## config.mk

```make
export PLATFORM = sky130hd
export DESIGN_NAME = lcd_cmd_sched
export DESIGN_NICKNAME = d
export VERILOG_FILES = /design/src/rtl/lcd_cmd_sched.sv
export SDC_FILE = /design/constraint.sdc
export NUM_CORES = 1
export LEC_CHECK = 0
export ABC_AREA = 1
export CAP_MARGIN = 0
export CORE_MARGIN = 2
export CORE_UTILIZATION = 25
export DETAILED_ROUTE_END_ITERATION = 12
export GPL_TIMING_DRIVEN = 0
export PLACE_DENSITY = 0.47
export SKIP_CTS_REPAIR_TIMING = 1
export SLEW_MARGIN = 10
export SYNTH_ARGS = -nofsm -noshare
export SYNTH_HDL_FRONTEND = slang
export SYNTH_SLANG_ARGS = --single-unit
```

## constraint.sdc

```tcl
create_clock -name clk -period 2.6 [get_ports clk]
set_input_delay 0.39 -clock clk [delete_from_list [all_inputs] [get_ports clk]]
set_output_delay 0.39 -clock clk [all_outputs]
set_load 0.02 [all_outputs]
```

## src/rtl/lcd_cmd_sched.sv

```systemverilog
// Host-to-LCD command scheduler: small FIFO feeding the controller one command
// at a time over its cmd/cmd_valid/busy handshake, terminating on WRITE.
module lcd_cmd_sched #(
  parameter int DEPTH   = 4,
  parameter int AW      = 2,
  parameter int ACK_WIN = 4
) (
  input  logic          clk,
  input  logic          reset,
  input  logic [2:0]    host_cmd,
  input  logic          host_valid,
  output logic          host_ready,
  input  logic          lcd_busy,
  input  logic          lcd_done,
  output logic [2:0]    cmd,
  output logic          cmd_valid,
  output logic [AW:0]   fifo_count,
  output logic [7:0]    issued_cnt,
  output logic          sched_done
);

  localparam int CW = $clog2(ACK_WIN + 1);

  typedef enum logic [2:0] {
    BOOT,
    IDLE,
    ISSUE,
    WAIT_ACK,
    WAIT_REL,
    FLUSH,
    FIN
  } state_e;

  state_e          state_q, state_d;
  logic [2:0]      mem_q [DEPTH];
  logic [2:0]      mem_d [DEPTH];
  logic [AW-1:0]   wr_ptr_q, wr_ptr_d;
  logic [AW-1:0]   rd_ptr_q, rd_ptr_d;
  logic [AW:0]     count_q, count_d;
  logic            write_seen_q, write_seen_d;
  logic [2:0]      cmd_q, cmd_d;
  logic            cmd_valid_q, cmd_valid_d;
  logic [7:0]      issued_q, issued_d;
  logic            done_q, done_d;
  logic [CW-1:0]   ack_q, ack_d;
  logic            push;
  logic            pop;

  assign host_ready = (count_q < (AW+1)'(DEPTH)) && !write_seen_q && (state_q != BOOT);
  assign push       = host_valid && host_ready;
  assign pop        = (state_q == IDLE) && (count_q != '0) && !lcd_busy;

  always_comb begin
    mem_d        = mem_q;
    wr_ptr_d     = wr_ptr_q;
    rd_ptr_d     = rd_ptr_q;
    count_d      = count_q;
    write_seen_d = write_seen_q;
    if (push) begin
      mem_d[wr_ptr_q] = host_cmd;
      wr_ptr_d        = wr_ptr_q + AW'(1);
      if (host_cmd == 3'd0) write_seen_d = 1'b1;
    end
    if (pop) rd_ptr_d = rd_ptr_q + AW'(1);
    case ({push, pop})
      2'b10:   count_d = count_q + (AW+1)'(1);
      2'b01:   count_d = count_q - (AW+1)'(1);
      default: count_d = count_q;
    endcase
  end

  // cmd_valid is registered at the pop so it is high for exactly the ISSUE cycle.
  always_comb begin
    state_d     = state_q;
    cmd_d       = cmd_q;
    cmd_valid_d = 1'b0;
    issued_d    = issued_q;
    done_d      = done_q;
    ack_d       = ack_q;
    case (state_q)
      BOOT: begin
        if (!lcd_busy) state_d = IDLE;
      end
      IDLE: begin
        if (pop) begin
          cmd_d       = mem_q[rd_ptr_q];
          cmd_valid_d = 1'b1;
          issued_d    = issued_q + 8'd1;
          state_d     = ISSUE;
        end
      end
      ISSUE: begin
        ack_d   = '0;
        state_d = (cmd_q == 3'd0) ? FLUSH : WAIT_ACK;
      end
      WAIT_ACK: begin
        if (lcd_busy) begin
          state_d = WAIT_REL;
        end else if (ack_q == CW'(ACK_WIN - 1)) begin
          state_d = IDLE;
        end else begin
          ack_d = ack_q + CW'(1);
        end
      end
      WAIT_REL: begin
        if (!lcd_busy) state_d = IDLE;
      end
      FLUSH: begin
        if (lcd_done) begin
          done_d  = 1'b1;
          state_d = FIN;
        end
      end
      FIN: begin
        state_d = FIN;
      end
      default: begin
        state_d = BOOT;
      end
    endcase
  end

  always_ff @(posedge clk) begin
    mem_q <= mem_d;
  end

  always_ff @(posedge clk or negedge reset) begin
    if (!reset) begin
      state_q      <= BOOT;
      wr_ptr_q     <= '0;
      rd_ptr_q     <= '0;
      count_q      <= '0;
      write_seen_q <= 1'b0;
      cmd_q        <= 3'd0;
      cmd_valid_q  <= 1'b0;
      issued_q     <= 8'd0;
      done_q       <= 1'b0;
      ack_q        <= '0;
    end else begin
      state_q      <= state_d;
      wr_ptr_q     <= wr_ptr_d;
      rd_ptr_q     <= rd_ptr_d;
      count_q      <= count_d;
      write_seen_q <= write_seen_d;
      cmd_q        <= cmd_d;
      cmd_valid_q  <= cmd_valid_d;
      issued_q     <= issued_d;
      done_q       <= done_d;
      ack_q        <= ack_d;
    end
  end

  assign cmd        = cmd_q;
  assign cmd_valid  = cmd_valid_q;
  assign fifo_count = count_q;
  assign issued_cnt = issued_q;
  assign sched_done = done_q;

endmodule

```

======== Yosys cells after proc, flatten, opt, wreduce, memory -nomap -nowiden ========
Cells that the tools add are included.
storage, ports and cells
  logic and storage cells ................. 81
  input port bits ......................... 8
  output and inout port bits .............. 17
  bits in registers ....................... 39
operators by class
  mux-type cells .......................... 19
  $lt $le $gt $ge ......................... 4
  reductions and logical operators ........ 21
  bitwise logic cells ..................... 2
  add/subtract/negate cells ............... 6
  eq/ne operators ......................... 15
operators by type and width
  operator             number
  $mux 3               11
  $pmux 3 s6           1
  $bwmux 12            1
  $pmux 3 s2           2
  $ne 2x2->1 const B   5
  $eq 3x2->1 const B   3
  $eq 3x3->1 const B   3
  $logic_not 3->1      3
  $add 8x1->8 const B  1
  $add 3x1->3 const B  2
  $bmux 3 s2           1
  $demux 3 s2          1
  $ge 3x3->1 const B   2
  $logic_and 1x1->1    6
  $not 2->3            2
  $reduce_and 2->1     3
  $reduce_bool 3->1    2
  $add 2x1->2 const B  2
  $reduce_and 4->1     1
  $reduce_bool 2->1    2
  $eq 3x1->1 const B   1
  $lt 3x1->1 const B   1
  $lt 3x3->1 const B   1
  $ne 3x3->1 const B   1
  7 further kinds      9

======== Depth between registers and ports, before layout ========
Gate-level depths: netlist of the first run.
  word-level depth ........................ 6
  gate-level depth with buffers ........... 12
  depth with buffers taken out ............ 11

======== Worst setup path after synthesis of the first run ========
Ideal clock, no wire load.
  path type ............................... register -> register
  from .................................... register count_q[1] (netlist: fifo_count[1])
  to ...................................... register count_q[2] (netlist: fifo_count[2])
  data arrival time ....................... 1.892 ns
  slack ................................... 0.577 ns
  cell stages (with the launch flop) ...... 12
  clock period less this slack ............ 2.023 ns
  buffers on the path ..................... 1
  required time ........................... 2.469 ns
  setup time .............................. 0.131 ns
  path through ............................ dfrtp_1 -> inv_1 -> nand2_1 -> nand3_4 -> inv_2 -> buf_6 -> ha_1 -> inv_1 -> fa_1 -> a21oi_1 -> o21ai_0 -> xor2_1
on the way
  elaborated cells on any way between the ends .. 13
  those cells by class .................... add/sub (2); order compare (1); eq/ne (2); mux (1); reduce/logical (7)
RTL lines
  element                                                 RTL line  RTL
  start, declared                                         39        logic [AW:0] count_q, count_d;
  start signal, assigned                                  143       count_q <= count_d;
  $reduce_bool 3->1 *                                     51        assign pop = (state_q == IDLE) && (count_q != '0) && !lcd_busy;
  $logic_and 1x1->1 * (2 in series)                       51
  via pop                                                 47        logic pop;
  $eq 2x1->1 / $eq 2x2->1 (equally long branches)         65        case ({push, pop})
  $pmux 3 s2 / $reduce_bool 2->1 (equally long branches)  -
Mark *: on every way through the listed nets, which the timed path passes. The rest lies on a longest branch.
A chain may end at the register's enable or synchronous reset.

======== Final worst setup path of the first run ========
  from .................................... input port lcd_busy
  to ...................................... register count_q[2] (netlist: fifo_count[2])
on the way
  cells in the longest elaborated chain, start to end .. 4
  elaborated cells on any way between the ends .. 6
  those cells by class .................... eq/ne (2); mux (1); reduce/logical (3)
ends and longest elaborated chain
  element                                                 RTL line  RTL
  start, declared                                         13        input logic lcd_busy,
  $logic_not 1->1 *                                       -
  $logic_and 1x1->1 *                                     51
  via pop                                                 47
  $eq 2x1->1 / $eq 2x2->1 (equally long branches)         65
  $pmux 3 s2 / $reduce_bool 2->1 (equally long branches)  -
Marks and branches as above.

==> summary.txt, run 1 <==
Worst Setup SP - lcd_busy
Post-DRT Antenna Nets - 0
CP endpoint kind - flip-flop
Syn avg cell area - 9.03 µm²
Final Setup Violations - 0
CTS tree - yes
Drt via density - 4.16
Worst slew margin - 57.5%
Startpoint Class - input pin
Cts bufs inserted - 5
WP data arrival - 2.38 ns
Net count, final - 262
Final setup margin - 0.400 ns
Synth top area share - 35.0%
Core ar. - 7610 µm²
Syn_nets - 231
Design Area, Final - 2430 µm²
Vias in the first global route - 1392
Total global routing overflow - 0
Library cells used by synthesis - 29
Clock tree sinks - 39
Total Wirelength - 3.78 mm
Setup Total Neg Slack - 0 ns
Pin count of the biggest net entering global routing - 28
Worst vdd ir - 0.368 mV
Hold Path Class - input pin to async pin
Vias - 1447
First-pass GRT wire length - 6.47 mm
Starting density of the core - 25.4%
Port bufs - 24
P&R area growth vs syn - 25.6%
Die X-Extent - 91.9 µm
Synth Instances - 214
Post-Syn Area - 1930 µm²
Synthesized flop and latch total - 39
Starting DRT DRC Count - 64
DRC - 0
RSZ-0062 raised after global routing - false
Placed Area - 2300 µm²
Ant diodes - 0
DRT Pass-1 Iters - 4
Crit path max fanout - 10
Max-cap viol count - 0
Later-pin clock latency in the skew report - 0.29 ns
Seq/Total Area, Yosys - 53.6%
Fin crit period - 2.20 ns
R2R setup slack - 0.40 ns
Die Y - 91.9 µm
Fmax - 455 MHz
Synth top area cells - dfrtp_1 35%, edfxtp_1 19%, nand2_1 10%, inv_1 5.6%, nor2_1 5.4%
Total Routing Usage GR - 9.93%
Synth Warn # - 0
Run status - complete, no violations
Worst Path Required - 2.78 ns
Period utilization - 84.6%
Die Footprint - 8450 µm²
Worst Clk Skew - 0.00842 ns
Tot Pwr - 2.44 mW
# IOs - 25
Slew Limit Fails - 0
FP Rows - 32
Worst reg2reg path depth - 12
Reg2reg start - state_q[1]$_DFFE_PN0P_
P_leak - 1.11 nW
Yosys top cell by area - dfrtp_1
WS Path Type - input pin to flip-flop
Clk pin slew, worst setup/hold paths - 0.08 ns
CTS max path bufs - 2
CTS H-Tree Depth - 2
Setup WS pre-CTS - 0.0838 ns
Share of layout cells above drive strength 1 - 7.72%
Final hold viol count - 0
Initial antenna violation count - 0
Routability Congestion - 0.749
Avg WL per Cell - 10.9 µm
Root Buffer - clkbuf_8
PwrDens - 1000 nW/µm²
DP Wirelength - 2.80 mm
Worst slew pin tran - 0.637 ns
cells in the mapped netlist:
cell,count
o21ai_1,3
o31ai_1,1
nand3_4,1
inv_1,29
dfrtp_1,27
edfxtp_1,12
nand2_1,53
nor2_1,28
nor2_2,2
xor2_1,3
or3_1,1
xnor2_1,2
buf_4,1
o21ai_0,15
inv_2,1
nand4_1,1
buf_6,2
nor3_1,1
nand2_2,2
a21boi_0,1
nand3b_1,3
o22ai_1,2
nor2_4,1
o21bai_1,1
nand4_2,1
a21oi_1,4
fa_1,1
nand3_1,7
ha_1,8
flip-flops by register name (all words and copies together) (netlist names):
name,cells
wr_ptr_q,2
rd_ptr_q,2
cmd,3
mem_q,12
sched_done,1
state_q,3
cmd_valid,1
ack_q,3
issued_cnt,8
write_seen_q,1
fifo_count,3
worst paths after layout:
kind | end
max in group asynchronous | wr_ptr_q[1]$_DFFE_PN0P_
min in group clk | sched_done$_DFFE_PN0P_
worst min-delay path | cmd_valid$_DFF_PN0_
worst max-delay path | fifo_count[2]$_DFFE_PN0P_
worst max register to register | fifo_count[2]$_DFFE_PN0P_
worst min register to register | sched_done$_DFFE_PN0P_
logic make-up (layout without fill, tap and decap cells):
family	Yosys count	count (layout)	share of synthesized area, %
flip-flops	39	39	53.6
adder cells (fa/ha/maj)	9	9	6.21
buffers and inverters	33	65	7.38
AO/OA/AOI/OAI	27	27	7.51
XOR/XNOR	5	5	2.27
AND/OR/NAND/NOR	101	101	23.0
stage by stage:
| stage | std cells | hold WS [ns] | utilization, % |
|---|---|---|---|
| 2_1_floorplan | 214 | 0.0944 | - |
| 3_3_place_gp | 340 | 0.463 | 30.2 |
| 3_5_place_dp | 340 | 0.470 | 30.2 |
| 4_1_cts | 348 | 0.149 | 31.9 |
| 5_1_grt | 348 | 0.167 | 31.9 |
| 6_report | 348 | 0.113 | 31.9 |
metal layers:
layer  GRT usage (%)  part of all wire [%]
met1            12.6                    49
met2            15.8                    46
met3            3.04                   3.6
met4            4.10                   1.9
met5               0                     0
cell usage in the layout (no fill, tap or decap), types with 2 or more instances in the layout:
master / netlist / final
nand2_1: 53 / 53
inv_1: 29 / 29
nor2_1: 28 / 28
dfrtp_1: 27 / 27
clkdlybuf4s50_1: 0 / 23
o21ai_0: 15 / 15
edfxtp_1: 12 / 12
ha_1: 8 / 8
nand3_1: 7 / 7
clkbuf_8: 0 / 5
a21oi_1: 4 / 4
o21ai_1: 3 / 3
xor2_1: 3 / 3
nand3b_1: 3 / 3
nand2_2: 2 / 2
buf_6: 2 / 2
nor2_2: 2 / 2
o22ai_1: 2 / 2
xnor2_1: 2 / 2
bufinv_16: 0 / 2
area by class of cell:
class                   instances  area [µm²]
fillers                       807        5180
flip-flops and latches         39        1040
multi-input cells             142         754
repair buffers                 24         235
well taps                     102         128
inverters                      30         113
clock buffers                   6        72.6
clock inverters                 2        60.1
plain buffers                   3        30.0
worst max-delay path: stages:
cell and delay [ns]:
clkdlybuf4s50_1 0.46, inv_1 0.17, nand3_4 0.14, inv_2 0.09, buf_6 0.14, ha_1 0.14, inv_1 0.06, fa_1 0.37
a21oi_1 0.14, o21ai_0 0.11, xor2_1 0.15
power breakdown:
| group | total, mW | internal [mW] | switching [mW] |
|---|---|---|---|
| combinational | 0.946 | 0.395 | 0.551 |
| clock | 0.591 | 0.383 | 0.208 |
| sequential | 0.902 | 0.763 | 0.139 |
| total | 2.44 | 1.54 | 0.897 |
No activity file was read; power rests on OpenSTA's default activity.
==> run 2, diff against run 1 <==
Clock period 2.6 ns to 2.1 ns, I/O delays scaled along.
==> summary.txt, run 2 (synthesis results as in run 1) <==
R2R setup slack - 0.1 ns
Grt met3 use - 3.04%
Net count, final - 265
Cts bufs inserted - 5
P&R area growth vs syn - 27.8%
CTS H-Tree Depth - 2
Total global routing overflow - 0
Worst slew margin - 58.0%
Multi-input gate area - 766 µm²
Routability Congestion - 0.749
Fmax - 499 MHz
Final hold viol count - 0
Placed Area - 2300 µm²
WP data arrival - 2.19 ns
Post-Route Utilization - 32.5%
Routing usage on met1 - 12.6%
Crit path max fanout - 9
DP Cell Count - 340
Final hold slack - 0.0304 ns
Layer with the highest usage - met2
Final Setup Violations - 0
Filler cells - 799
RSZ-0062 raised after global routing - true
Crit-path max cell delay - 0.45 ns
Max-cap viol count - 0
Period utilization - 95.4%
Startpoint Class - flip-flop
Die X-Extent - 91.9 µm
Worst Clk Skew - 0.00833 ns
First-pass GRT wire length - 6.47 mm
Tot Pwr - 3.08 mW
DP Wirelength - 2.80 mm
Post-DRT Antenna Nets - 0
DRT Pass-1 Iters - 4
Core ar. - 7610 µm²
Share of layout cells above drive strength 1 - 10.0%
PwrDens - 1250 nW/µm²
FP Rows - 32
Pin count of the biggest net entering global routing - 28
Hold Path Class - input pin to async pin
CTS tree - yes
P_leak - 1.13 nW
Total Wirelength - 3.81 mm
Drt via density - 4.11
Clk pin slew, worst setup/hold paths - 0.08 ns
Fin crit period - 2.00 ns
Most flops, register - mem_q
Starting density of the core - 25.4%
Starting DRT DRC Count - 71
Finished Layout Cells - 351
Ant diodes - 0
Most frequent cells in the layout - 53 x nand2_1, 28 x inv_1, 28 x nor2_1
Most common cell after layout, fill and taps aside - nand2_1
FF/Latch Area - 1040 µm²
Worst path cell trace - nor2_1 -> nand2_1 -> nand4_4 -> ha_1 -> inv_1 -> fa_2 -> a21oi_1 -> o21ai_1 -> xor2_1
Total Routing Usage GR - 9.93%
Port bufs - 24
Critical path's slowest cell - dfrtp_2
Vias - 1442
Die Y - 91.9 µm
Root Buffer - clkbuf_8
Max FFs per register - 12
Clock tree sinks - 39
Final setup margin - 0.0972 ns
Setup Total Neg Slack - 0 ns
Worst vdd ir - 0.464 mV
Avg WL per Cell - 10.8 µm
WS Path Type - flip-flop to flip-flop
DRC - 0
CP endpoint kind - flip-flop
Later-pin clock latency in the skew report - 0.30 ns
Design Area, Final - 2470 µm²
Run status - complete, no violations
CTS max path bufs - 2
Vias in the first global route - 1392
Initial antenna violation count - 0
Setup WS pre-CTS - -0.341 ns
Worst slew pin tran - 0.630 ns
Die Footprint - 8450 µm²
Slew Limit Fails - 0
# IOs - 25
Worst Path Required - 2.28 ns
Global Route met2 Usage - 15.8%
## run 2: changes by cell type in the layout (fill, tap and decap cells not counted), sizes merged
cell | before | now
buf | 4 | 7
clkdlybuf4s50 | 23 | 22
dlymetal6s2s | 0 | 1
## run 2: final cells by class
cell class              instances  share of cell area [%]
flip-flops and latches         39                    42.0
multi-input cells             142                    31.0
repair buffers                 27                    10.5
clock inverters                 2                    2.43
well taps                     102                    5.17
inverters                      30                    4.56
clock buffers                   6                    2.94
plain buffers                   3                    1.37
## run 2: layer usage
| layer | share of wire, % | wire, µm |
|---|---|---|
| met5 | 0 | 0 |
| met3 | 4.2 | 161 |
| met1 | 48 | 1850 |
| met4 | 1.9 | 72 |
| met2 | 45 | 1730 |
## run 2: power breakdown
group / leakage, nW / internal [mW] / switching [mW] / total [mW]
clock network: 0.0654 / 0.475 / 0.261 / 0.735
registers: 0.437 / 0.946 / 0.170 / 1.12
logic: 0.629 / 0.524 / 0.705 / 1.23
total: 1.13 / 1.94 / 1.14 / 3.08
## run 2: final timing paths
| kind | from | endpoint | cells past startpoint |
|---|---|---|---|
| min in group clk | sched_done$_DFFE_PN0P_ | sched_done$_DFFE_PN0P_ | 2 |
| max in group asynchronous | reset | state_q[0]$_DFFE_PN0P_ | 1 |
| worst min register to register | sched_done$_DFFE_PN0P_ | sched_done$_DFFE_PN0P_ | 2 |
| worst min-delay path | reset | cmd_valid$_DFF_PN0_ | 1 |
| worst max register to register | state_q[0]$_DFFE_PN0P_ | fifo_count[2]$_DFFE_PN0P_ | 9 |
| worst max-delay path | state_q[0]$_DFFE_PN0P_ | fifo_count[2]$_DFFE_PN0P_ | 9 |
## run 2: worst max-delay path: cells and delay by family, from the launching register on
| family | cells | cell delay, ns |
|---|---|---|
| buffers and inverters | 1 | 0.06 |
| adder cells (fa/ha/maj) | 2 | 0.50 |
| XOR/XNOR | 1 | 0.14 |
| flip-flops | 1 | 0.45 |
| AND/OR/NAND/NOR | 3 | 0.51 |
| AO/OA/AOI/OAI | 2 | 0.23 |
==> variant: new RTL, config.mk and constraints of run 1 <==
Re-encode `state_e` (7 states) as one-hot, 7 bits wide.
--- a/src/rtl/lcd_cmd_sched.sv
+++ b/src/rtl/lcd_cmd_sched.sv
@@ -21,14 +21,14 @@
 
   localparam int CW = $clog2(ACK_WIN + 1);
 
-  typedef enum logic [2:0] {
-    BOOT,
-    IDLE,
-    ISSUE,
-    WAIT_ACK,
-    WAIT_REL,
-    FLUSH,
-    FIN
+  typedef enum logic [6:0] {
+    BOOT     = 7'b0000001,
+    IDLE     = 7'b0000010,
+    ISSUE    = 7'b0000100,
+    WAIT_ACK = 7'b0001000,
+    WAIT_REL = 7'b0010000,
+    FLUSH    = 7'b0100000,
+    FIN      = 7'b1000000
   } state_e;
 
   state_e          state_q, state_d;
Check against the original RTL: no difference found for any inputs over 10 cycles, from zero or initial values and one cycle with reset low; not proved beyond that.
==> variant against run 1 <==
  * Cell area up 6.6%
  * Sequential cell count up 4
  * Routed wire length up 7.4%
  * Fmax down 4.1%
  * Final cell count up 3.4%
  * Worst setup slack worse by 0.095 ns
  * First-iteration DRC count up 13%
  * Area after synthesis up 9.1%
  * Largest cell class unchanged
Power is not compared: it rests on default switching activity, and its combinational part moved more than twofold at a synthesized area within 25%.
==> variant: results <==
[global_routing]
grtUsageTotal_pct = 10.5
met3_usage_pct = 2.58
grt_max_degree = 32
met1_usage_pct = 14.0
grt_use_met2_pct = 16.6
grt_remaining_overflow = 0
grt_pass1_wl_mm = 7.38
antenna_found_initial = 0

[clocking]
htree_levels = 2
cts-root-buf = clkbuf_8
numCtsBuffers = 5
cts.clk_slew.worst_paths_ns = 0.09
cts_max_path_buffers = 2

[yosys]
synth_area_leaders = dfrtp_1, edfxtp_1, nand2_1, inv_1, ha_1
synth_compound_area_share_pct = 5.46
yosys.area_share.adder_pct = 5.69
yosysWarnings = 0
ys_types = 28
synth_top_family_by_area = simple AND/OR/NAND/NOR gates
synth_xor_area_share_pct = 4.57
syn-num-nets = 240
synth_common_cells = nand2_1, dfrtp_1, inv_1
synthArstFlopShare_pct = 72.1
synth_mux_area_share_pct = 0
seq_area_frac_synth_pct = 53.9
synthFlopType = dfrtp_1

[detailed_routing]
routed_wl_mm = 4.06
met2_wirelength_mm = 1.86
vias = 1470
wirelength_met1_mm = 2.02
met3WireLength_um = 136
routed.top_layer = met4
drt_iter0_markers = 72
first_pass_iters = 4

[worst_setup_path]
cp_max_fo = 7
crit_arrival_ns = 1.90
cp_slowest_stage_delay_ns = 0.62
critical_path.top_delay_family = buffers and inverters

[sta]
hold_violations = 0
skew_ns = 0.00973
tightest_slew_ns = 0.743

[cells_and_area]
top_register = mem_q
num-nets-final = 271
fill_cells = 863
num_antenna_cells = 0
largest_register_ffs = 12
drive_gt1_share_pct = 11.4

[power]
leakage_nw = 1.20
p_sw_share_pct = 26.2
seq_power_share_pct = 50.6

[run_status]
outcome = complete, no violations

[place]
io_buffer_count = 24
dp_hpwl_mm = 2.99
gp_congestion = 0.735
dpl-instance-area_um2 = 2480

[min_path]
holdCritPathClass = in -> async
==> variant: worst paths after layout <==
check                        startpoint            end  slack, ns  cells past startpoint
min in group clk           write_seen_q   write_seen_q       0.47                      2
hold / removal                    reset    wr_ptr_q[1]       0.15                      1
setup reg to reg             state_q[5]  fifo_count[2]       0.33                     13
max in group asynchronous         reset       ack_q[1]       1.97                      1
hold reg to reg            write_seen_q   write_seen_q       0.47                      2
setup / recovery             state_q[5]     host_ready       0.31                      7
==> variant: through the flow <==
step,setup WS [ns],instances,hold slack (ns)
after detailed placement,0.126,352,0.452
after global routing,0.103,360,0.217
after floorplan,0.543,223,0.0944
final,0.305,360,0.153
after CTS,0.271,360,0.185
after global placement,0.135,352,0.447
==> variant: cell type report <==
type                    count  area, um^2  share of cell area (%)
repair buffers             24         235                    9.09
inverters                  34         131                    5.07
clock inverters             3        43.8                    1.69
multi-input cells         146         841                    32.5
well taps                 105         131                    5.07
flip-flops and latches     43        1140                    43.9
clock buffers               5        68.8                    2.66
